==> src/rtl/fp_norm_pack24.sv <==
// Normalize-and-pack stage after the 24-bit significand add/sub: a carry
// costs one rounding cycle, leading zeros are removed one bit per cycle.
module fp_norm_pack24 (
  input  logic        clk,
  input  logic        rst,
  input  logic        in_valid,
  output logic        in_ready,
  input  logic        Sc,
  input  logic        cOut,
  input  logic [23:0] Mcps,
  input  logic [7:0]  Ec,
  output logic        out_valid,
  input  logic        out_ready,
  output logic [31:0] result,
  output logic        ovf,
  output logic        unf,
  output logic        zero
);

  typedef enum logic [1:0] {IDLE, NORM, HOLD} state_t;

  state_t             state;
  logic               s;
  logic signed [9:0]  e;
  logic [23:0]        m;
  logic               c;
  logic [24:0]        sum;

  // Right shift by one with round-to-nearest-even on the dropped bit.
  assign sum = {1'b1, m[23:1]} + {24'b0, m[0] & m[1]};

  assign in_ready  = (state == IDLE);
  assign out_valid = (state == HOLD);

  always_ff @(posedge clk or posedge rst) begin
    if (rst) begin
      state  <= IDLE;
      s      <= 1'b0;
      e      <= '0;
      m      <= '0;
      c      <= 1'b0;
      result <= '0;
      ovf    <= 1'b0;
      unf    <= 1'b0;
      zero   <= 1'b0;
    end else begin
      case (state)
        IDLE: if (in_valid) begin
          s     <= Sc;
          e     <= {2'b0, Ec};
          m     <= Mcps;
          c     <= cOut;
          state <= NORM;
        end
        NORM: begin
          if (c) begin
            c <= 1'b0;
            if (sum[24]) begin
              m <= sum[24:1];
              e <= e + 10'sd2;
            end else begin
              m <= sum[23:0];
              e <= e + 10'sd1;
            end
          end else if (m == 24'd0) begin
            result <= '0;
            zero   <= 1'b1;
            state  <= HOLD;
          end else if (m[23]) begin
            state <= HOLD;
            if (e >= 10'sd255) begin
              result <= {s, 8'hFF, 23'b0};
              ovf    <= 1'b1;
            end else if (e == 10'sd0) begin
              result <= {s, 31'b0};
              unf    <= 1'b1;
            end else begin
              result <= {s, e[7:0], m[22:0]};
            end
          end else if (e <= 10'sd1) begin
            // Would need a denormal; flush to signed zero instead.
            result <= {s, 31'b0};
            unf    <= 1'b1;
            state  <= HOLD;
          end else begin
            m <= m << 1;
            e <= e - 10'sd1;
          end
        end
        HOLD: if (out_ready) begin
          result <= '0;
          ovf    <= 1'b0;
          unf    <= 1'b0;
          zero   <= 1'b0;
          state  <= IDLE;
        end
        default: state <= IDLE;
      endcase
    end
  end

endmodule

==> config.mk <==
export PLATFORM = sky130hd
export DESIGN_NAME = fp_norm_pack24
export DESIGN_NICKNAME = d
export VERILOG_FILES = /design/src/rtl/fp_norm_pack24.sv
export SDC_FILE = /design/constraint.sdc
export NUM_CORES = 1
export LEC_CHECK = 0
export ABC_AREA = 1
export CELL_PAD_IN_SITES_DETAIL_PLACEMENT = 1
export CELL_PAD_IN_SITES_GLOBAL_PLACEMENT = 2
export CORE_MARGIN = 2
export CORE_UTILIZATION = 34
export CTS_BUF_LIST = sky130_fd_sc_hd__clkbuf_4 sky130_fd_sc_hd__clkbuf_8
export DETAILED_ROUTE_END_ITERATION = 16
export PLACE_DENSITY_LB_ADDON = 0.1
export SLEW_MARGIN = 10
export SYNTH_ARGS = -nofsm -noshare
export SYNTH_HDL_FRONTEND = slang
export SYNTH_SLANG_ARGS = --single-unit
==> constraint.sdc <==
create_clock -name clk -period 4.9 [get_ports clk]
set_input_delay 0.49 -clock clk [delete_from_list [all_inputs] [get_ports clk]]
set_output_delay 0.49 -clock clk [all_outputs]
set_load 0.01 [all_outputs]
**Yosys cells after proc, flatten, opt, wreduce, memory -nomap -nowiden**

Index checks and enable logic that the tools add are counted.

- Multiplexer cells: 47
- Equal/unequal tests: 16
- Reduce and logical (&&, ||, !) cells: 14
- Add/subtract/negate cells: 4
- Bitwise logic cells: 1
- Order comparisons: 2

Operator list:

| cell | count |
|---|---|
| $mux W32 | 5 |
| $mux W24 | 6 |
| $pmux W32 S2 | 1 |
| $mux W31 | 2 |
| $mux W10 | 6 |
| $pmux W24 S2 | 1 |
| $add A24 B1 Y25 | 1 |
| $logic_not A24 Y1 | 1 |
| $pmux W10 S2 | 1 |
| $ne A3 B3 Y1 const B | 6 |
| $mux W1 | 14 |
| $mux W2 | 6 |
| $ne A2 B2 Y1 const B | 6 |
| $reduce_and A4 Y1 | 3 |
| $add A10 B2 Y10 const B | 1 |
| $add A10 B3 Y10 const B | 1 |
| $ge A10 B9 Y1 const B | 1 |
| $le A10 B2 Y1 const B | 1 |
| $logic_not A10 Y1 | 1 |
| $sub A10 B2 Y10 const B | 1 |
| $pmux W1 S2 | 4 |
| $reduce_and A7 Y1 | 1 |
| $pmux W2 S3 | 1 |
| $reduce_and A6 Y1 | 1 |
| other kinds (10) | 12 |

- Register bits: 73
- Output and inout bits: 37

**Logic depth before layout (Yosys ltp)**

Gate-level depths: netlist (run 1).

- Word-level depth: 7
- Depth in mapped cells: 15
- Depth with buffers taken out: 15

**Worst setup path before layout (run 1)**

OpenSTA, ideal clock, no wires.

- Path kind: register -> register
- Start: register m[0]
- End: register m[18]
- Path slack: 3.009 ns
- Data required time: 4.787 ns
- Stages on the path, launching flop included: 15
- Buffers on the path: 0
- Period minus slack after synthesis: 1.891 ns
- Arrival time: 1.778 ns
- Cells stage by stage: dfrtp_1 > nand2_1 > inv_1 > ha_1 > nand2_1 > nor2_2 > nand2_2 > nor2_8 > nand2_2 > nor2_4 > nand3_1 > nand3_1 > nand3_1 > nand2_1 > inv_1

- Word-level cells in the longest chain between the ends: 5
- Elaborated cells on any way between the ends: 8
- Those cells by class: 1 x add/sub; 1 x eq/ne; 3 x mux; 1 x bitwise; 2 x reduce/logical

Ends and longest elaborated chain:

| element | RTL line | source |
|---|---|---|
| start, declared | 25 | `logic [23:0] m;` |
| start signal, assigned | 51 | `m <= Mcps;` |
| start signal, assigned | 59 | `m <= sum[24:1];` |
| start signal, assigned | 62 | `m <= sum[23:0];` |
| $and A1 B1 Y1 | 30 | `assign sum = {1'b1, m[23:1]} + {24'b0, m[0] & m[1]};` |
| $add A24 B1 Y25 | 30 |  |
| $mux W24 | 58 | `if (sum[24]) begin` |
| $mux W24 | 56 | `if (c) begin` |
| $pmux W24 S2 | 47 | `case (state)` |

Parallel ways exist; a longest one is shown, timed or not.
A chain may end at the register's enable or synchronous reset.

**Worst setup path in the final report (run 1)**

- Start: register state[1]
- End: register m[11]

- Word-level cells in the longest chain between the ends: 3
- Elaborated cells on any way between the ends: 9
- Those cells by class: 5 x eq/ne; 1 x mux; 3 x reduce/logical

Ends and longest elaborated chain:

| element | RTL line | source |
|---|---|---|
| start, declared | 22 | `state_t state;` |
| start signal, assigned | 37 | `state <= IDLE;` |
| start signal, assigned | 53 | `state <= NORM;` |
| start signal, assigned | 68 | `state <= HOLD;` |
| $eq A2 B1 Y1 or $logic_not A2 Y1 (tied branches) | 47 |  |
| $ne A3 B3 Y1 (no source line), or another cell as far along | n/a |  |
| $reduce_and A5 Y1 (no source line) | n/a |  |

Parallel ways exist; a longest one is shown, timed or not.

==> impl_metrics.csv, run 1 <==
group,metric,value,unit
placed_design,dpl_cell_area,6183,um2
floorplanning,die_w,131.3,um
floorplanning,initial_core_util,0.3468,
worst_setup_path,crit_top_cell,"nand2_1",
synth,ys_types,41,
cts,clkLatencyLatePin,380,ps
synth,synth_fp_nets,860,
placed_design,hpwl,14.43,mm
synth,async_flop_share,1.000,
worst_setup_path,crit_chain,"nor2_4 > inv_1 > nor2_2 > nand2_1 > inv_2 > nand2_1 > nand2_1 > nor2_1 > a21oi_1",
timing,rsz0062_at_grt,"false",
cts,cts_tree,"built",
timing,tightest_slew,1016,ps
synth,synth_top_family_by_area,"simple AND/OR/NAND/NOR gates",
layout,postLayoutCellArea,6415,um2
timing,fin_crit,3163,ps
synth,synthXorXnorAreaFrac,0.04452,
worst_setup_path,crit_path_max_incr_delay,790,ps
timing,finClkSkew,13.24,ps
cts,cts.sinks,73,
cts,h-tree-depth,3,
hold_path,hp-class,"register to register",
floorplanning,die_h,131.3,um
floorplanning,die_area,17240,um2
floorplanning,io-pin-count,75,
timing,setup_ws,1737,ps
synth,synth-compound-area-share,0.1111,
run,maxCapViolCount,0,
cts,clockBufferDepth,2,
global_route,grt_max_degree,56,
synth,yosys.area_share.simple,0.3938,
worst_setup_path,cp.arrival,3460,ps
synth,synth_warnings,0,
global_route,grt_pass1_vias,5534,
cts,cts_buffers,9,
route,wire_per_inst,18.00,um
worst_setup_path,crit_type,"register to register",
run_status,status,"completed",
floorplanning,num_rows,46,
timing,fmax,316.1,MHz
synth,synthCells,815,
timing,maxSlewViolCount,0,
worst_setup_path,worstPathRequired,5200,ps
power,irDropWorstVdd,0.4260,mV
placed_design,place_inst,1058,
route,drtIter0Drc,269,
timing,setup_violations,0,
synth,synthAdderAreaFrac,0.01590,
synth,synth_flop_cell,"dfrtp_1",
synth,synth.top_cells.by_area,"dfrtp_1, nand2_1, nor2_1, nand3_1, xor2_1",
layout,syn_to_final_growth,16.44,%
worst_setup_path,slowest_stage,"nor2_2",
global_route,antenna_found_initial,0,
placed_design,place_ws,1789,ps
global_route,grt_pass1_wl,30.90,mm
cts,postCtsSetupBuffers,0,
timing,hold_viol_final,0,
placed_design,place.gp.congestion,0.8573,
power,total_leakage_power,2.863,nW
route,vias_per_cell,4.985,
synth,synth_edf_count,0,
timing,setup_tns,0,ps
synth,syn-cell-area,5509,um2
route,drc_errors,0,
synth,yosysTopAreaCell,"dfrtp_1",
route,firstDrtPassIters,4,
layout,fin_cells,1074,
synth,syn_area_per_cell,6.760,um2
synth,yosysSeqAreaShare,0.3316,
floorplanning,core_area,15890,um2
timing,relSlewSlack,0.3219,
cts,clkSlewWorstSetupHoldPaths,90,ps
route,vias,5354,
layout,fin_util,0.4038,
global_route,track_usage,0.2283,
timing,fin_crit_sh,0.6456,
route,postRouteWirelength,19.33,mm
layout,layout_commonest_cell,"nand2_1",
cts,post_cts_resized,0,
synth,synthMuxAreaShare,0.002044,
cts,holdBufCountCts,0,
global_route,grt_overflow_total,0,
worst_setup_path,cp_max_fo,30,
layout,antennaDiodeCount,0,
placed_design,io_buffer_count,74,
layout,nNetsFinal,898,
cts,root_buffer,"clkbuf_8",
power,powerDensity,726.0,nW/um2
synth,ys_seq_elements,73,
layout,drive_above_1_share,0.08974,
route,ant_nets,0,
worst_setup_path,critPathLaunchType,"register",
worst_setup_path,endpoint_kind,"register",
synth,synth_top_area_frac,0.3316,
layout,layout_common_cells,"nand2_1, nor2_1, nand3_1",
==> metal layers <==
layer,global-route usage,vias to the layer above,routed length [um]
met2,0.3544,113,8587
met1,0.3343,2573,9520
li1,-,2659,-
met5,0,-,0
met3,0.03858,9,1092
met4,0.04710,0,131
==> registers in the layout, summed over array words and instances, names as in the netlist <==
name and cells:
m 24, unf 1, state 2, zero 1, ovf 1, result 32, e 10, c 1
s 1
==> synth_stat cells, types with 6 or more instances <==
cell type and count:
inv_1 47, buf_4 10, o21ai_0 36, nor2_1 133, nor2_4 8, buf_6 13, a21oi_1 38, xnor2_1 6
inv_2 8, nand2_2 8, o21ai_1 7, a21oi_2 9, buf_2 20, dfrtp_1 73, ha_1 7, nand3_1 77
nor2_2 10, nand2_1 239, xor2_1 22, nand4_1 6
==> report_power, final <==
part,switching [W],internal [W]
logic,0.00170,0.000978
registers,0.000506,0.000911
clock network,0.000268,0.000292
total,0.00248,0.00218
==> worst paths after layout <==
path                                          endpoint              startpoint  slack, ps  cells after the start
worst max-delay path                 m[11]$_DFFE_PP0P_    state[1]$_DFFE_PP0P_       1740                      9
worst min-delay path            result[26]$_DFFE_PP0P_  result[26]$_DFFE_PP0P_        520                      2
worst max register to register       m[11]$_DFFE_PP0P_    state[1]$_DFFE_PP0P_       1740                      9
worst min register to register  result[26]$_DFFE_PP0P_  result[26]$_DFFE_PP0P_        520                      2
max in group asynchronous            m[14]$_DFFE_PP0P_                     rst       3300                      3
min in group asynchronous       result[24]$_DFFE_PP0P_                     rst        550                      2
==> area by class of cell <==
cell class / count / area, um2
Multi-Input combinational cell: 638 / 3132
Timing Repair Buffer: 75 / 748.2
Clock inverter: 7 / 101.3
Tap cell: 216 / 270.3
Inverter: 56 / 212.7
Sequential cell: 73 / 1827
Fill cell: 2078 / 9470
Clock buffer: 9 / 123.9
==> critical path: cells and delay by family (launching register included) <==
family,cells,cell delay (ps)
AND/OR/NAND/NOR,6,1630
buffers and inverters,2,820
flip-flops,1,450
AO/OA/AOI/OAI,1,170
==> cells by family (layout without fill, tap and decap cells) <==
logic type / count (synthesis) / count (layout)
and+or+nand+nor: 496 / 496
AOI/OAI and AO/OA: 106 / 106
buffers and inverters: 104 / 147
DFF: 73 / 73
xor gates and xnor gates: 28 / 28
adders and majority gates: 7 / 7
muxes: 1 / 1
==> metrics by stage <==
stage,power (W),hold slack [ps]
after floorplan,0.003306,479.3
after global placement,0.004015,484.6
after detailed placement,0.004102,496.6
after CTS,0.004688,521.9
after global routing,0.005084,552.4
final,0.004657,515.5
Power figures use the tool's default switching activity.
==> run 2, diff against run 1 <==
Settings changed: CORE_UTILIZATION 34 to 32.
Clock period 4.9 ns to 3.3 ns, I/O delays scaled along.
==> run 2 against run 1 <==
  * Power increased by 51%
  * Clock skew increased by 7.1 ps
  * Maximum frequency increased by 14%
  * Count of clock-buffer cells in the layout unchanged
  * Routed wire length increased by 2.7%
  * Clock power increased by 48%
  * Largest power group unchanged
==> impl_metrics.csv, run 2 (synthesized netlist as in run 1, its figures left out) <==
group,metric,value,unit
run_status,status,"completed",
floorplanning,die_w,135.2,um
worst_setup_path,slowest_stage,"dfrtp_1",
power,total_leakage_power,2.907,nW
worst_setup_path,crit_type,"register to register",
route,ant_nets,0,
global_route,grt_overflow_total,0,
timing,hold_viol_final,0,
route,postRouteWirelength,19.85,mm
layout,drive_above_1_share,0.09815,
worst_setup_path,crit_top_cell,"nand2_1",
layout,layout_commonest_cell,"nand2_1",
timing,finClkSkew,20.33,ps
layout,largestRegisters,"result: 32 flops, m: 24 flops, e: 10 flops",
layout,fin_util,0.3887,
floorplanning,die_h,135.2,um
global_route,grt_pass1_wl,31.64,mm
layout,nNetsFinal,907,
power,total_power,0.007013,W
global_route,grt_pass1_vias,5558,
placed_design,place.gp.congestion,0.9076,
cts,cts_buffers,9,
cts,post_cts_resized,0,
worst_setup_path,critPathTopFamily,"simple AND/OR/NAND/NOR gates",
run,maxCapViolCount,0,
layout,seq_area,1827,um2
timing,maxSlewViolCount,0,
route,firstDrtPassIters,5,
timing,setup_tns,0,ps
worst_setup_path,endpoint_kind,"register",
layout,syn_to_final_growth,17.83,%
route,drtIter0Drc,280,
floorplanning,die_area,18280,um2
cts,cts_tree,"built",
worst_setup_path,worstPathRequired,3560,ps
worst_setup_path,crit_chain,"inv_1 > ha_1 > nand2_2 > nor2_2 > nand2_1 > nand3_2 > nand2_1 > nand2_4 > inv_4 > nand2_1 > nand2_1 > o21ai_1",
layout,multi_input_area,3132,um2
placed_design,io_buffer_count,74,
worst_setup_path,crit_path_max_incr_delay,540,ps
global_route,antenna_found_initial,0,
route,wire_per_inst,18.28,um
timing,tightest_slew,789.6,ps
cts,postCtsSetupBuffers,0,
cts,holdBufCountCts,0,
layout,antennaDiodeCount,0,
floorplanning,io-pin-count,75,
cts,h-tree-depth,3,
timing,fin_crit,2781,ps
cts,root_buffer,"clkbuf_8",
floorplanning,core_area,16700,um2
layout,fin_cells,1086,
placed_design,place_inst,1071,
floorplanning,num_rows,47,
layout,regMostFlops,"result",
timing,fmax,359.6,MHz
cts,clkSlewWorstSetupHoldPaths,90,ps
cts,clockBufferDepth,2,
power,irDropWorstVdd,0.3908,mV
layout,layout_common_cells,"nand2_1, nor2_1, nand3_1",
worst_setup_path,critPathLaunchType,"register",
layout,largest_reg_flops,32,
cts,cts.sinks,73,
placed_design,hpwl,14.89,mm
worst_setup_path,cp.arrival,3040,ps
cts,clkLatencyLatePin,380,ps
worst_setup_path,rr_startpoint,"e[0]$_DFFE_PP0P_",
route,drc_errors,0,
layout,fill_cells,2140,
route,vias,5499,
route,vias_per_cell,5.064,
timing,rsz0062_at_grt,"false",
worst_setup_path,startpoint,"e[0]$_DFFE_PP0P_",
global_route,grt_max_degree,56,
worst_setup_path,critPathBufInv,2,
power,powerDensity,1080,nW/um2
timing,setup_violations,0,
global_route,track_usage,0.2267,
hold_path,hp-class,"input pin to asynchronous set/reset pin",
timing,relSlewSlack,0.4719,
worst_setup_path,cp_max_fo,35,
timing,fin_crit_sh,0.8428,
floorplanning,initial_core_util,0.3299,
timing,worst_hold_slack,393.6,ps
-- run 2: cell count changes in the layout (fill, tap and decap cells not counted) --
cell	change
buf_12	+1
inv_6	-2
clkinv_4	+1
buf_4	+8
-- run 2: layout make-up --
type,count,share of cell area
multi-input combinational,638,0.4825
clock inverter,6,0.01426
tap,220,0.04241
clock buffer,9,0.01908
sequential,73,0.2814
timing repair buffer,84,0.1276
inverter,56,0.03277
-- run 2: layer usage --
layer / up-vias / part of all wire / GRT usage
met3: 15 / 0.037 / 0.02507
met2: 122 / 0.46 / 0.3627
met5: - / 0 / 0
met1: 2689 / 0.50 / 0.3312
met4: 0 / 0.0094 / 0.04861
li1: 2673 / - / -
-- run 2: worst paths after layout --
check	to	slack, ps	cells past startpoint
setup / recovery	e[0]$_DFFE_PP0P_	520	12
hold / removal	result[26]$_DFFE_PP0P_	390	2
setup reg to reg	e[0]$_DFFE_PP0P_	520	12
hold reg to reg	zero$_DFFE_PP0P_	510	2
max in group asynchronous	result[18]$_DFFE_PP0P_	2200	3
min in group clk	zero$_DFFE_PP0P_	510	2
-- run 2: through the flow --
stage	setup slack, ps	cell area [um2]
2_1_floorplan	1117	5509
4_1_cts	498.9	6485
6_report	518.9	6491
3_3_place_gp	662.8	6269
5_1_grt	281.1	6491
3_5_place_dp	521.2	6269
-- run 2: power breakdown --
group | switching, W | internal [W] | leakage (nW)
Sequential | 0.000715 | 0.00135 | 0.867
Combinational | 0.00260 | 0.00152 | 1.94
Clock | 0.000400 | 0.000426 | 0.102
Total | 0.00371 | 0.00330 | 2.91
==> run 3, diff against run 2 <==
Settings changed: CORE_UTILIZATION 32 to 29.
Clock period 3.3 ns to 2.4 ns, I/O delays scaled along.
==> run 3 against run 2 <==
  * Hold slack lost 120 ps
  * Non-clock buffer count is 28 higher
  * Sequential power increased by 29%
  * Register-to-register slack got worse by 270 ps
  * Critical path type unchanged
  * Die area grew 10%
  * Design area increased by 4.6%
  * Count of clock-buffer cells in the layout up 1
  * Core utilization decreased by 2.4 points
  * Highest routed layer unchanged
  * Sequential cell count unchanged
  * Global-route usage down 2.2 points
  * Final cell count up 4.0%
  * Routed wire length fell by 0.36%
==> impl_metrics.csv, run 3 (synthesized netlist as in run 1, its figures left out) <==
group,metric,value,unit
power,power_frac_comb,0.624,
timing,worst_hold_slack,273.7,ps
timing,fin_crit_sh,0.8947,
placed_design,hpwl,15.06,mm
cts,clockBufferDepth,2,
layout,regMostFlops,"result",
route,drtIter0Drc,241,
layout,largest_reg_flops,32,
route,wl_met1,9.922,mm
floorplanning,initial_core_util,0.2955,
placed_design,io_buffer_count,74,
worst_setup_path,slowest_stage,"dfrtp_1",
route,wl_met3,612,um
floorplanning,die_w,141.8,um
timing,fin_crit,2147,ps
worst_setup_path,worstPathRequired,2670,ps
route,wire_per_inst,17.52,um
timing,tightest_slew,447.9,ps
worst_setup_path,r2r_cells,14,
route,postRouteWirelength,19.78,mm
global_route,grt_max_degree,74,
cts,holdBufCountCts,0,
layout,nNetsFinal,935,
timing,relSlewSlack,0.7014,
layout,syn_to_final_growth,23.28,%
floorplanning,num_rows,50,
route,firstDrtPassIters,4,
timing,setup_violations,0,
worst_setup_path,critPathTopFamily,"simple AND/OR/NAND/NOR gates",
global_route,antenna_found_initial,0,
power,total_power,0.009963,W
hold_path,hp-class,"input pin to asynchronous set/reset pin",
power,total_leakage_power,3.080,nW
route,drc_errors,0,
global_route,grt_overflow_total,0,
worst_setup_path,critPathLaunchType,"register",
worst_setup_path,cp_max_fo,8,
global_route,grt_pass1_vias,5838,
worst_setup_path,endpoint_kind,"register",
cts,root_buffer,"clkbuf_8",
cts,cts.sinks,73,
floorplanning,core_area,18640,um2
run,maxCapViolCount,0,
run_status,status,"completed",
placed_design,place.gp.congestion,0.8873,
cts,clkLatencyLatePin,370,ps
cts,clkSlewWorstSetupHoldPaths,90,ps
route,top_layer,"met4",
floorplanning,io-pin-count,75,
power,powerDensity,1467,nW/um2
layout,layout_commonest_cell,"nand2_1",
power,netSwitchingFraction,0.5143,
worst_setup_path,r2r_end,"m[20]$_DFFE_PP0P_",
route,met2_length,9.011,mm
timing,rsz0062_at_grt,"false",
power,p_switching,0.005125,W
global_route,grt_pass1_wl,32.17,mm
worst_setup_path,cp.arrival,2410,ps
worst_setup_path,crit_type,"register to register",
worst_setup_path,critPathBufInv,2,
layout,largestRegisters,"result: 32 flops, m: 24 flops, e: 10 flops",
power,p_seq_frac,0.269,
power,p_clk_frac,0.106,
global_route,track_usage,0.2046,
cts,h-tree-depth,3,
cts,cts_buffers,9,
route,vias,5493,
worst_setup_path,crit_chain,"nand2_1 > inv_1 > ha_2 > nand2_1 > nor2_2 > nand2_4 > nor2_8 > nand2_2 > nor2_4 > nand3_1 > nand3_1 > nand3_1 > nand2_1 > inv_1",
worst_setup_path,crit_path_max_incr_delay,390,ps
power,intPower,0.004839,W
floorplanning,die_h,141.8,um
power,irDropWorstVdd,0.4614,mV
worst_setup_path,reg2reg_slack,250,ps
timing,setup_tns,0,ps
cts,cts_tree,"built",
worst_setup_path,rr_startpoint,"m[1]$_DFFE_PP0P_",
layout,drive_above_1_share,0.1307,
layout,antennaDiodeCount,0,
timing,finClkSkew,12.17,ps
route,ant_nets,0,
route,vias_per_cell,4.865,
floorplanning,die_area,20120,um2
timing,hold_viol_final,0,
timing,maxSlewViolCount,0,
timing,fmax,465.7,MHz
layout,layout_common_cells,"nand2_1, nor2_1, nand3_1",
-- run 3: cell count changes in the layout (fill, tap and decap cells not counted), sizes merged --
cell	previous run	this run
buf	10	38
clkinv	1	3
bufinv	2	1
clkbuf	9	10
inv	57	56
-- run 3: metal layers --
metal  track usage  up-vias
li1              -     2738
met1        0.2912     2669
met2        0.3311       73
met3       0.02700       13
met4       0.04684        0
met5             0        -
-- run 3: timing repair --
action                     4_1_cts  5_1_grt
buffers inserted                 0        6
setup endpoints to repair        0       23
hold endpoints to repair         0        0
gates resized for setup          0        6
-- run 3: metrics by stage --
step | setup slack [ps] | cells | cell area (um2) | util
after floorplan | 306.7 | 815 | 5509 | -
after global placement | 215.1 | 1107 | 6514 | 0.3494
after detailed placement | 44.46 | 1107 | 6514 | 0.3494
after CTS | 27.96 | 1123 | 6719 | 0.3604
after global routing | 12.22 | 1129 | 6792 | 0.3643
final | 252.8 | 1129 | 6792 | 0.3643
-- run 3: how the worst max path moves through the flow --
stage               slack (ps)             start  cells past startpoint                 to
floorplan                  310               rst                      1      c$_DFFE_PP0P_
global placement           220  m[1]$_DFFE_PP0P_                     14   e[2]$_DFFE_PP0P_
detailed placement          40  m[1]$_DFFE_PP0P_                     14   m[9]$_DFFE_PP0P_
CTS                         30  m[1]$_DFFE_PP0P_                     14   m[9]$_DFFE_PP0P_
global route                10  m[1]$_DFFE_PP0P_                     14  m[20]$_DFFE_PP0P_
finish                     250  m[1]$_DFFE_PP0P_                     14  m[20]$_DFFE_PP0P_
-- run 3: worst register-to-register path, stage by stage (launching register included) --
cell	delay, ps
dfrtp_1	390
nand2_1	120
inv_1	80
ha_2	230
nand2_1	80
nor2_2	190
nand2_4	120
nor2_8	130
nand2_2	90
nor2_4	220
nand3_1	130
nand3_1	100
nand3_1	80
nand2_1	60
inv_1	30
-- run 3: power groups by stage --
| stage | registers [W] | clock network, W | logic (W) |
|---|---|---|---|
| after floorplan | 0.00235 | 0 | 0.00440 |
| after global placement | 0.00269 | 0 | 0.00616 |
| after detailed placement | 0.00272 | 0 | 0.00625 |
| after CTS | 0.00270 | 0.00110 | 0.00627 |
| after global routing | 0.00280 | 0.00115 | 0.00700 |
| final | 0.00268 | 0.00106 | 0.00622 |
-- run 3: final cells by class --
cell class                 count  area, um2
multi-input combinational    638       3141
timing repair buffer         112       1114
sequential                    73       1827
tap                          234      292.8
clock buffer                  10      137.6
inverter                      56      212.7
clock inverter                 6      67.56
fill                        2373      11850
